**src/rtl/vga_timing_gen.sv**
```systemverilog
`default_nettype none
// ============================================================================
//  Module      : vga_timing_gen
//  Description : Parametrised raster timing generator. Two chained counters
//                (pixel / line) advance on pix_en and drive registered sync,
//                blanking, visible coordinates, line/frame strobes and a
//                frame counter.
//  Revision    : 1.0 - initial release
// ============================================================================
module vga_timing_gen #(
    parameter int H_ACTIVE = 640,
    parameter int H_FP     = 16,
    parameter int H_SYNC   = 96,
    parameter int H_BP     = 48,
    parameter int V_ACTIVE = 480,
    parameter int V_FP     = 10,
    parameter int V_SYNC   = 2,
    parameter int V_BP     = 33,
    parameter bit H_POL    = 1'b0,
    parameter bit V_POL    = 1'b0,
    parameter int CW       = 10,
    parameter int FRAME_W  = 8
) (
    input  logic               clk,
    input  logic               rst,
    input  logic               pix_en,
    output logic               h_sync,
    output logic               v_sync,
    output logic               blank_n,
    output logic               sync_n,
    output logic [CW-1:0]      posx,
    output logic [CW-1:0]      posy,
    output logic               line_start,
    output logic               frame_start,
    output logic [FRAME_W-1:0] frame_count
);

    localparam int C_H_TOTAL = H_ACTIVE + H_FP + H_SYNC + H_BP;
    localparam int C_V_TOTAL = V_ACTIVE + V_FP + V_SYNC + V_BP;

    localparam logic [CW-1:0] C_H_LAST     = CW'(C_H_TOTAL - 1);
    localparam logic [CW-1:0] C_V_LAST     = CW'(C_V_TOTAL - 1);
    localparam logic [CW-1:0] C_H_ACT      = CW'(H_ACTIVE);
    localparam logic [CW-1:0] C_V_ACT      = CW'(V_ACTIVE);
    localparam logic [CW-1:0] C_HS_START   = CW'(H_ACTIVE + H_FP);
    localparam logic [CW-1:0] C_HS_END     = CW'(H_ACTIVE + H_FP + H_SYNC);
    localparam logic [CW-1:0] C_VS_START   = CW'(V_ACTIVE + V_FP);
    localparam logic [CW-1:0] C_VS_END     = CW'(V_ACTIVE + V_FP + V_SYNC);

    // Reject degenerate geometry and counters too narrow for the totals.
    if (H_ACTIVE < 1 || H_FP < 1 || H_SYNC < 1 || H_BP < 1 ||
        V_ACTIVE < 1 || V_FP < 1 || V_SYNC < 1 || V_BP < 1 ||
        CW < 1 || FRAME_W < 1) begin : g_bad_param
        $error("vga_timing_gen: every geometry/width parameter must be >= 1");
    end
    if (((C_H_TOTAL - 1) >> CW) != 0 || ((C_V_TOTAL - 1) >> CW) != 0) begin : g_bad_width
        $error("vga_timing_gen: CW too small for H_TOTAL/V_TOTAL");
    end

    logic [CW-1:0] r_hcount;
    logic [CW-1:0] r_vcount;
    logic [CW-1:0] w_hcount_nxt;
    logic [CW-1:0] w_vcount_nxt;
    logic          w_h_wrap;
    logic          w_v_wrap;
    logic          w_h_act;
    logic          w_v_act;
    logic          w_h_sync_nxt;
    logic          w_v_sync_nxt;

    // Next-state counters: pixel counter ticks on pix_en, line counter on pixel wrap.
    always_comb begin
        w_h_wrap     = pix_en && (r_hcount == C_H_LAST);
        w_v_wrap     = w_h_wrap && (r_vcount == C_V_LAST);
        w_hcount_nxt = r_hcount;
        w_vcount_nxt = r_vcount;
        if (pix_en) begin
            w_hcount_nxt = w_h_wrap ? '0 : r_hcount + CW'(1);
        end
        if (w_h_wrap) begin
            w_vcount_nxt = w_v_wrap ? '0 : r_vcount + CW'(1);
        end
    end

    // Decode from next-state counters so registered outputs line up with the counters.
    always_comb begin
        w_h_act      = (w_hcount_nxt < C_H_ACT);
        w_v_act      = (w_vcount_nxt < C_V_ACT);
        w_h_sync_nxt = (w_hcount_nxt >= C_HS_START && w_hcount_nxt < C_HS_END) ? H_POL : ~H_POL;
        w_v_sync_nxt = (w_vcount_nxt >= C_VS_START && w_vcount_nxt < C_VS_END) ? V_POL : ~V_POL;
    end

    // Counter, decoded-output and strobe registers.
    always_ff @(posedge clk or negedge rst) begin
        if (!rst) begin
            r_hcount    <= '0;
            r_vcount    <= '0;
            h_sync      <= ~H_POL;
            v_sync      <= ~V_POL;
            blank_n     <= 1'b1;
            posx        <= '0;
            posy        <= '0;
            line_start  <= 1'b0;
            frame_start <= 1'b0;
            frame_count <= '0;
        end else begin
            r_hcount    <= w_hcount_nxt;
            r_vcount    <= w_vcount_nxt;
            h_sync      <= w_h_sync_nxt;
            v_sync      <= w_v_sync_nxt;
            blank_n     <= w_h_act && w_v_act;
            posx        <= w_h_act ? w_hcount_nxt : '0;
            posy        <= w_v_act ? w_vcount_nxt : '0;
            line_start  <= w_h_wrap;
            frame_start <= w_v_wrap;
            if (w_v_wrap) begin
                frame_count <= frame_count + FRAME_W'(1);
            end
        end
    end

    // Composite sync is not used by this raster; hold the DAC input inactive.
    assign sync_n = 1'b1;

endmodule
`default_nettype wire

```
**config.mk**
```make
export PLATFORM = sky130hd
export DESIGN_NAME = vga_timing_gen
export DESIGN_NICKNAME = d
export VERILOG_FILES = /design/src/rtl/vga_timing_gen.sv
export SDC_FILE = /design/constraint.sdc
export NUM_CORES = 1
export LEC_CHECK = 0
export CAP_MARGIN = 5
export CORE_MARGIN = 4
export CORE_UTILIZATION = 50
export DETAILED_ROUTE_END_ITERATION = 8
export GPL_ROUTABILITY_DRIVEN = 1
export PLACE_DENSITY = 0.81
export RECOVER_POWER = 50
export SLEW_MARGIN = 20
export SYNTH_ARGS = -nofsm -noshare
export SYNTH_HDL_FRONTEND = slang
export SYNTH_SLANG_ARGS = --single-unit
```
**constraint.sdc**
```tcl
create_clock -name clk -period 4.21 [get_ports clk]
set_input_delay 0.842 -clock clk [delete_from_list [all_inputs] [get_ports clk]]
set_output_delay 0.842 -clock clk [all_outputs]
set_load 0.005 [all_outputs]
```
# Word-level counts from Yosys, hierarchy flattened
# Index checks and enable logic that the tools add are counted.
[totals] in_bits=3 out_inout_bits=34 latch_bits=0 n_memories=0 rom_bits=0 ramBits=0 register_bits=53
[op_classes] n_addsub=3 eq_ne=2 n_reduce_logical=5 n_mux=8 magnitude_cmp=6 n_mul=0 shifts=0 div=0 n_bitwise=0
[op_table] op="2-to-1 mux 10 bit" count=6
[op_table] op="adder 10 x 1 -> 10 bit, second input constant" count=2
[op_table] op="== test 10 bit, second input constant" count=2
[op_table] op="less-than comparator 10 bit, second input constant" count=2
[op_table] op="less-than comparator 10 x 9 -> 1 bit, second input constant" count=2
[op_table] op=">= comparator 10 bit, second input constant" count=1
[op_table] op=">= comparator 10 x 9 -> 1 bit, second input constant" count=1
[op_table] op="adder 8 x 1 -> 8 bit, second input constant" count=1
[op_table] op="logical AND 1 bit" count=5
[op_table] op="2-to-1 mux 1 bit" count=2

# Depth between registers and ports, before layout
# Gate-level depths: netlist (run 1).
[logic_depth] word_depth=8 mapped_depth=9 mapped_depth_nobuf=7

# Least setup slack after synthesis (run 1)
# OpenSTA, ideal clock, no wires.
[synth_timing] kind="in2reg" start="input pix_en" end="register posy[4]" path_buffers=3 cell_stages=8 t_arrival_ns=2.297 slack_ns=1.781 path_cell_list="buf_4 > and4_1 > buf_4 > nand4_4 > or4_1 > a21oi_1 > buf_4 > nor3_1"
[synth_between] elab_chain_len=6
[synth_lines] item="start: declaration" line="26" source="input logic pix_en,"
[synth_lines] item="logical AND 1 bit *" line="73" source="w_h_wrap = pix_en && (r_hcount == C_H_LAST);"
[synth_lines] item="logical AND 1 bit" line="74" source="w_v_wrap = w_h_wrap && (r_vcount == C_V_LAST);"
[synth_lines] item="2-to-1 mux 10 bit" line="81" source="w_vcount_nxt = w_v_wrap ? '0 : r_vcount + CW'(1);"
[synth_lines] item="2-to-1 mux 10 bit *" line="80" source="if (w_h_wrap) begin"
[synth_lines] item="named net w_vcount_nxt[9]" line="63" source="logic [CW-1:0] w_vcount_nxt;"
[synth_lines] item="less-than comparator 10 x 9 -> 1 bit *" line="88" source="w_v_act = (w_vcount_nxt < C_V_ACT);"
[synth_lines] item="2-to-1 mux 10 bit *" line="113" source="posy <= w_v_act ? w_vcount_nxt : '0;"
[synth_lines] item="end signal: assignment" line="113"
[synth_lines] item="end: declaration" line="32" source="output logic [CW-1:0] posy,"
# Mark *: on every way through the listed nets, which the timed path passes. The rest lies on a longest branch.
# A chain may end at the register's enable or synchronous reset.

# Worst setup path after layout (run 1)
[layout_timing] start="input pix_en" end="register posy[4]"
[layout_between] elab_chain_len=6
[layout_lines] item="logical AND 1 bit *" line="73"
[layout_lines] item="logical AND 1 bit" line="74"
[layout_lines] item="2-to-1 mux 10 bit" line="81"
[layout_lines] item="2-to-1 mux 10 bit *" line="80"
[layout_lines] item="less-than comparator 10 x 9 -> 1 bit" line="88"
[layout_lines] item="2-to-1 mux 10 bit *" line="113"
# Every way passes the cells marked *; elsewhere a longest branch is shown, timed or not.

==> results by group, run 1 <==
STA
  • Post-route clock period utilization: 79.5%
  • RSZ-0062 raised after global routing: false
  • Final setup vio count: 0
  • Final Hold Fails: 0
  • Setup_tns: 0 ns
  • Max Slew Vio Count: 54
  • Skew final: 0.00544 ns
  • Worst-Margin Slew: 2.71 ns
  • Hold WS: 0.475 ns
  • PnR worst setup slack: between 0.8 and 0.9 ns
  • Final Critical Period: 3.35 ns
  • Fmax: around 0.3 GHz
  • Worst slew margin: -80.9%

Synth
  • Post-synth EDFFs: 0
  • Syn_area_per_cell: between 10 and 15 um2
  • Synth Register Bits: 53
  • Async S/R FF share, synth: 100%
  • Seq/Total Area, Yosys: 55.9%
  • Cell variety after synth: 48
  • Mapped Cells: 214
  • Synth warn: 0
  • Netlist Area Pre-Place: approximately 0.0024 mm2
  • Syn Nets: 221
  • Top FF cell, synth: dfrtp_1

CTS
  • Clock sink count: 53
  • Post-CTS Setup Repair Bufs: 0
  • CTS tree: built
  • CTS H-tree depth: 2
  • Clock-pin slew on the worst setup and hold paths: roughly 0.090 ns
  • TritonCTS Buffers: 5
  • Resized cells post-CTS: 0
  • Hold_buf cts: 0
  • Root buf cell: clkbuf_8
  • Clk Latency, worst-skew pair: approximately 0.30 ns
  • Longest Clk Path Bufs: 2

Setup path
  • Crit path max-delay family: simple AND/OR/NAND/NOR gates
  • CP endpoint kind: flip-flop
  • Peak per-stage delay on the critical path: 0.67 ns
  • Crit Reg-Reg Startpoint: r_hcount[2]
  • CP max FO: 15
  • CP Class: in -> reg
  • Critical path required time: ~4.4 ns
  • R2r worst-path depth: 6
  • Worst path depth: 7
  • Crit path DAT: 3.52 ns
  • Startpoint Class: input pin
  • Slowest CP cell: dlygate4sd3_1
  • CP cell instances: dlygate4sd3_1 -> and4_1 -> nand4_4 -> or4_1 -> a21oi_1 -> buf_4 -> nor3_1
  • Worst R2R End: posy[4]
  • Reg2Reg Setup Slack: 1.67 ns
  • CP bufs+invs: 2

Global routing
  • Number of antenna violations at the first check in global routing: 0
  • GRT Util Overall: 16.7%
  • First-pass GRT wire length: 8090 um
  • Gr ovfl total: 0
  • Vias in the first global route: around 1700
  • Largest net degree at the start of global routing: between 50 and 60

Hold path
  • Hold worst-path end: frame_count[7]
  • Hold Path Depth: 1
  • Worst Hold Class: reg -> reg
  • HP Start: frame_count[7]

Cells and area
  • Ant diodes: 0
  • Fillers: 367
  • Final Net Count: 260
  • Layout cells sized above 1: around a tenth
  • Commonest non-fill, non-tap cell in the layout: dfrtp_1
  • Layout Utilization: 64.5%
  • Most frequent cells in the layout: 50 x dfrtp_1, 19 x clkdlybuf4s50_1, 18 x inv_1, 15 x dlygate4sd3_1
  • P&R area growth vs syn: 21.3%

Die
  • CORE AREA: 0.00447 mm2
  • Top Ports: 37
  • Starting density of the core: 53.2%
  • Die H: 77.0 um
  • Die X: 77.0 um
  • Die ar.: 0.00592 mm2
  • Rows: 24

Power and ir drop
  • Leakage: 1.34 nW
  • Cell internal pwr: 0.000887 W
  • Power Density: 416 mW/mm2
  • Switching power: between 0.0003 and 0.0004 W
  • Switching share of power: between 20% and 30%
  • Comb power frac: 18.7%
  • Seq pwr share: 52.4%
  • Proportion of power drawn by the clock network: between 20 and 30%
  • VDD IR-drop max: 0.180 mV

Route
  • Post-route antenna net violation count: 0
  • Vias: 1700
  • DRC Markers: 0
  • Wire per inst: about 14 um
  • Post-Route WL: 4400 um
  • Routed vias/inst: 5.56
  • Detailed Routing Iterations Pass 1: 4
  • Initial DRC Count: between 150 and 200

Placed design
  • Port Buffer Count: 35
  • Setup Slack @ Placement: about 0.7 ns
  • Placer's final routability congestion estimate: 0.892
  • DP HPWL: ~3100 um

Status
  • Status: finished with violations
  • Failing checks: capacitance limit, slew limit

Flow run
  • Max-cap violations: 1
==> cell type report <==
cell class / count / area [um2] / share of cell area [%]
Timing Repair Buffer: 38 / 364 / 12.6
Tap cell: 52 / 65.1 / 2.26
Clock inverter: 1 / 30.0 / 1.04
Clock buffer: 7 / 86.3 / 2.99
Sequential cell: 53 / 1330 / 46.1
Inverter: 18 / 67.6 / 2.34
Multi-Input combinational cell: 137 / 941 / 32.6
==> per-layer routing <==
layer  track usage [%]  vias to the layer above  part of all wire (%)
met5                 0                        -                     0
met4              5.87                        0                  0.91
met2              26.0                       53                    46
met1              23.0                      818                    48
met3              3.75                        2                   5.0
li1                  -                      827                     -
==> how the worst max path moves through the flow <==
stage / from / to / slack [ns]
detailed placement: pix_en / posy[4] / 0.72
global placement: pix_en / posy[4] / 0.78
CTS: pix_en / posy[4] / 1.00
global route: rst / r_hcount[9] / 0.53
finish: pix_en / posy[4] / 0.86
floorplan: pix_en / posy[4] / 1.78
==> kinds of logic (layout without fill, tap and decap cells) <==
group / Yosys count / after routing / share of synthesized area, %
multiplexers: 3 / 3 / 1.37
other: 2 / 2 / 0.316
flip-flops: 53 / 53 / 55.9
adder cells (fa/ha/maj): 4 / 4 / 2.10
XOR/XNOR: 16 / 16 / 5.89
AND/OR/NAND/NOR: 86 / 86 / 21.6
buffers and inverters: 24 / 64 / 4.52
AO/OA/AOI/OAI: 26 / 26 / 8.26
==> cell usage after synthesis (2+ instances only) <==
cell     instances  area share (%)
a21oi_1          6             1.3
a31oi_1          4             1.1
a41oi_1          2            0.74
and2_1           2            0.53
and3_1           5             1.3
and4_1           2            0.74
buf_2            2            0.42
buf_4            4             1.3
conb_1           2            0.32
dfrtp_1         50              53
dfstp_2          3             3.3
ha_1             4             2.1
inv_1           18             2.8
mux2_2           2            0.95
nand2_1         14             2.2
nand3_1          7             1.5
nand4_1          9             2.4
nor2_1           9             1.4
nor2b_1          5             1.3
nor3_1          14             2.9
nor3b_1          4             1.3
nor4_1           2            0.53
o21ai_0          4            0.84
o31ai_2          2             1.1
xnor2_1         12             4.4
xor2_1           4             1.5
==> power groups by stage <==
stage / Clock (W) / Sequential, W / Combinational [W]
floorplan: 0 / 0.000638 / 0.000124
global placement: 0 / 0.000638 / 0.000232
detailed placement: 0 / 0.000640 / 0.000238
CTS: 0.000356 / 0.000630 / 0.000240
global route: 0.000375 / 0.000641 / 0.000253
finish: 0.000347 / 0.000628 / 0.000224
==> registers in the layout, indices dropped and copies added, names as in the netlist <==
name and flops:
frame_start 1, posx 10, line_start 1, posy 10
blank_n 1, frame_count 8, r_vcount 10, v_sync 1
r_hcount 10, h_sync 1
==> per-stage QoR <==
stage                     cells  area, um2  total power, W
final                       306       2880         0.00120
after global routing        306       2880         0.00127
after CTS                   306       2890         0.00123
after detailed placement    298       2770        0.000878
after global placement      298       2770        0.000869
after floorplan             214       2380        0.000762
Power figures use the tool's default switching activity.
==> run 2: changes to the inputs <==
clock period = 3.4 ns   (was 4.21 ns; I/O delays follow)
==> run 2 against run 1 <==
Effect of this change:
- the run still ends with capacitance limit, slew limit left
- clock skew down 0.0016 ns
- final cell count up 0.65%
- worst setup slack worse by 0.19 ns
- flip-flop and latch count unchanged
- critical path depth down 1
- power up 24%
- first-iteration DRC count down 31%
- count of clock-buffer cells in the layout unchanged
- core utilization up 0.22 points
==> results by group, run 2 (synthesis gave the netlist of run 1 again) <==
Route
  • Post-Route WL: 4450 um
  • Vias: 1704
  • Routed vias/inst: 5.53
  • DRC Markers: 0
  • Post-route antenna net violation count: 0
  • Detailed Routing Iterations Pass 1: 4
  • Initial DRC Count: 113
  • Wire per inst: around 14 um

Cells and area
  • Most frequent cells in the layout: 50 x dfrtp_1, 19 x clkdlybuf4s50_1, 18 x inv_1, 15 x dlygate4sd3_1
  • P&R area growth vs syn: 21.7%
  • Fin area: 0.00289 mm2
  • Ant diodes: 0
  • Commonest non-fill, non-tap cell in the layout: dfrtp_1
  • Non-filler cells in the finished layout: ~300
  • Layout cells sized above 1: a little under a tenth
  • Final Net Count: 262
  • Fillers: between 300 and 400
  • Layout Utilization: between 60% and 70%

STA
  • Final setup vio count: 0
  • Max Slew Vio Count: 38
  • Final Critical Period: 2.72 ns
  • Fmax: 0.367 GHz
  • Skew final: 0.00388 ns
  • Worst-Margin Slew: 1.81 ns
  • Worst slew margin: -20.8%
  • Final Hold Fails: 0
  • Setup_tns: 0 ns
  • Post-route clock period utilization: approximately 80%
  • RSZ-0062 raised after global routing: false

Setup path
  • CP Class: in -> reg
  • Critical path origin: pix_en
  • Crit path DAT: 2.94 ns
  • Crit Reg-Reg Startpoint: r_hcount[2]
  • Critical path required time: 3.61 ns
  • CP max FO: 15
  • CP endpoint kind: flip-flop
  • Startpoint Class: input pin

Die
  • Starting density of the core: 53.2%
  • Die H: 77.0 um
  • Die X: 77.0 um
  • Top Ports: 37
  • Die ar.: 0.00592 mm2
  • CORE AREA: 0.00447 mm2
  • Rows: 24

CTS
  • TritonCTS Buffers: 5
  • Root buf cell: clkbuf_8
  • Clock-pin slew on the worst setup and hold paths: 0.09 ns
  • Hold_buf cts: 0
  • Longest Clk Path Bufs: 2
  • Clk Latency, worst-skew pair: 0.30 ns
  • Resized cells post-CTS: 0
  • CTS H-tree depth: 2
  • CTS tree: built
  • Post-CTS Setup Repair Bufs: 0
  • Clock sink count: 53

Placed design
  • Placer's final routability congestion estimate: 0.865
  • Placed Cells: 300
  • DP HPWL: 3240 um
  • Port Buffer Count: 35
  • Placement Cell Area: 0.00279 mm2

Global routing
  • Number of antenna violations at the first check in global routing: 0
  • First-pass GRT wire length: 7960 um
  • Largest net degree at the start of global routing: 38
  • Gr ovfl total: 0
  • Vias in the first global route: 1713
  • GRT Util Overall: roughly 17%

Power and ir drop
  • Leakage: 1.34 nW
  • VDD IR-drop max: approximately 0.21 mV
  • Power Density: 514 mW/mm2

Status
  • Failing checks: capacitance limit, slew limit
  • Status: finished with violations

Hold path
  • HP Start: frame_count[7]
  • Worst Hold Class: reg -> reg

Flow run
  • Max-cap violations: 1
-- run 2: cell types whose count changed in the layout (fill, tap and decap cells not counted) --
cell / delta
clkbuf_1: +2
buf_4: +1
buf_2: -1
-- run 2: layout make-up --
class | instances | area [um2] | area share (%)
Sequential cell | 53 | 1330 | 46.0
Inverter | 18 | 67.6 | 2.33
Tap cell | 52 | 65.1 | 2.25
Timing Repair Buffer | 40 | 374 | 12.9
Clock inverter | 1 | 30.0 | 1.04
Clock buffer | 7 | 86.3 | 2.98
Multi-Input combinational cell | 137 | 941 | 32.5
-- run 2: worst paths after layout --
| path | endpoint | slack (ns) | depth (start not counted) |
|---|---|---|---|
| setup / recovery | v_sync | 0.68 | 6 |
| setup reg to reg | v_sync | 1.13 | 5 |
| min in group asynchronous | posy[8] | 0.86 | 1 |
| hold reg to reg | frame_count[7] | 0.48 | 1 |
| max in group asynchronous | posx[8] | 1.00 | 2 |
| hold / removal | frame_count[7] | 0.48 | 1 |
-- run 2: per-stage QoR --
| stage | hold WS [ns] | total power (W) | setup WS [ns] |
|---|---|---|---|
| floorplan | 0.384 | 0.000944 | 1.13 |
| global route | 0.524 | 0.00158 | 0.438 |
| CTS | 0.465 | 0.00152 | 0.752 |
| global placement | 0.461 | 0.00108 | 0.478 |
| finish | 0.478 | 0.00149 | 0.677 |
| detailed placement | 0.467 | 0.00109 | 0.445 |
-- run 2: critical path, stage by stage --
cell and delay, ns:
dlygate4sd3_1 0.54, and4_1 0.34, nand4_4 0.27, or4_4 0.61, a22oi_4 0.35, nand4_1 0.15
-- run 2: routing by layer --
metal | part of all wire, % | wire (um) | GRT usage, %
met1 | 46 | 2040 | 21.4
met3 | 4.9 | 217 | 4.80
met5 | 0 | 0 | 0
met4 | 2.3 | 102 | 7.47
met2 | 47 | 2090 | 27.0
-- run 2: power by group --
part | internal [W] | leakage [nW] | total, W | switching [W]
clock network | 0.000240 | 0.0585 | 0.000432 | 0.000192
logic | 0.000138 | 0.617 | 0.000277 | 0.000139
registers | 0.000721 | 0.667 | 0.000779 | 0.0000583
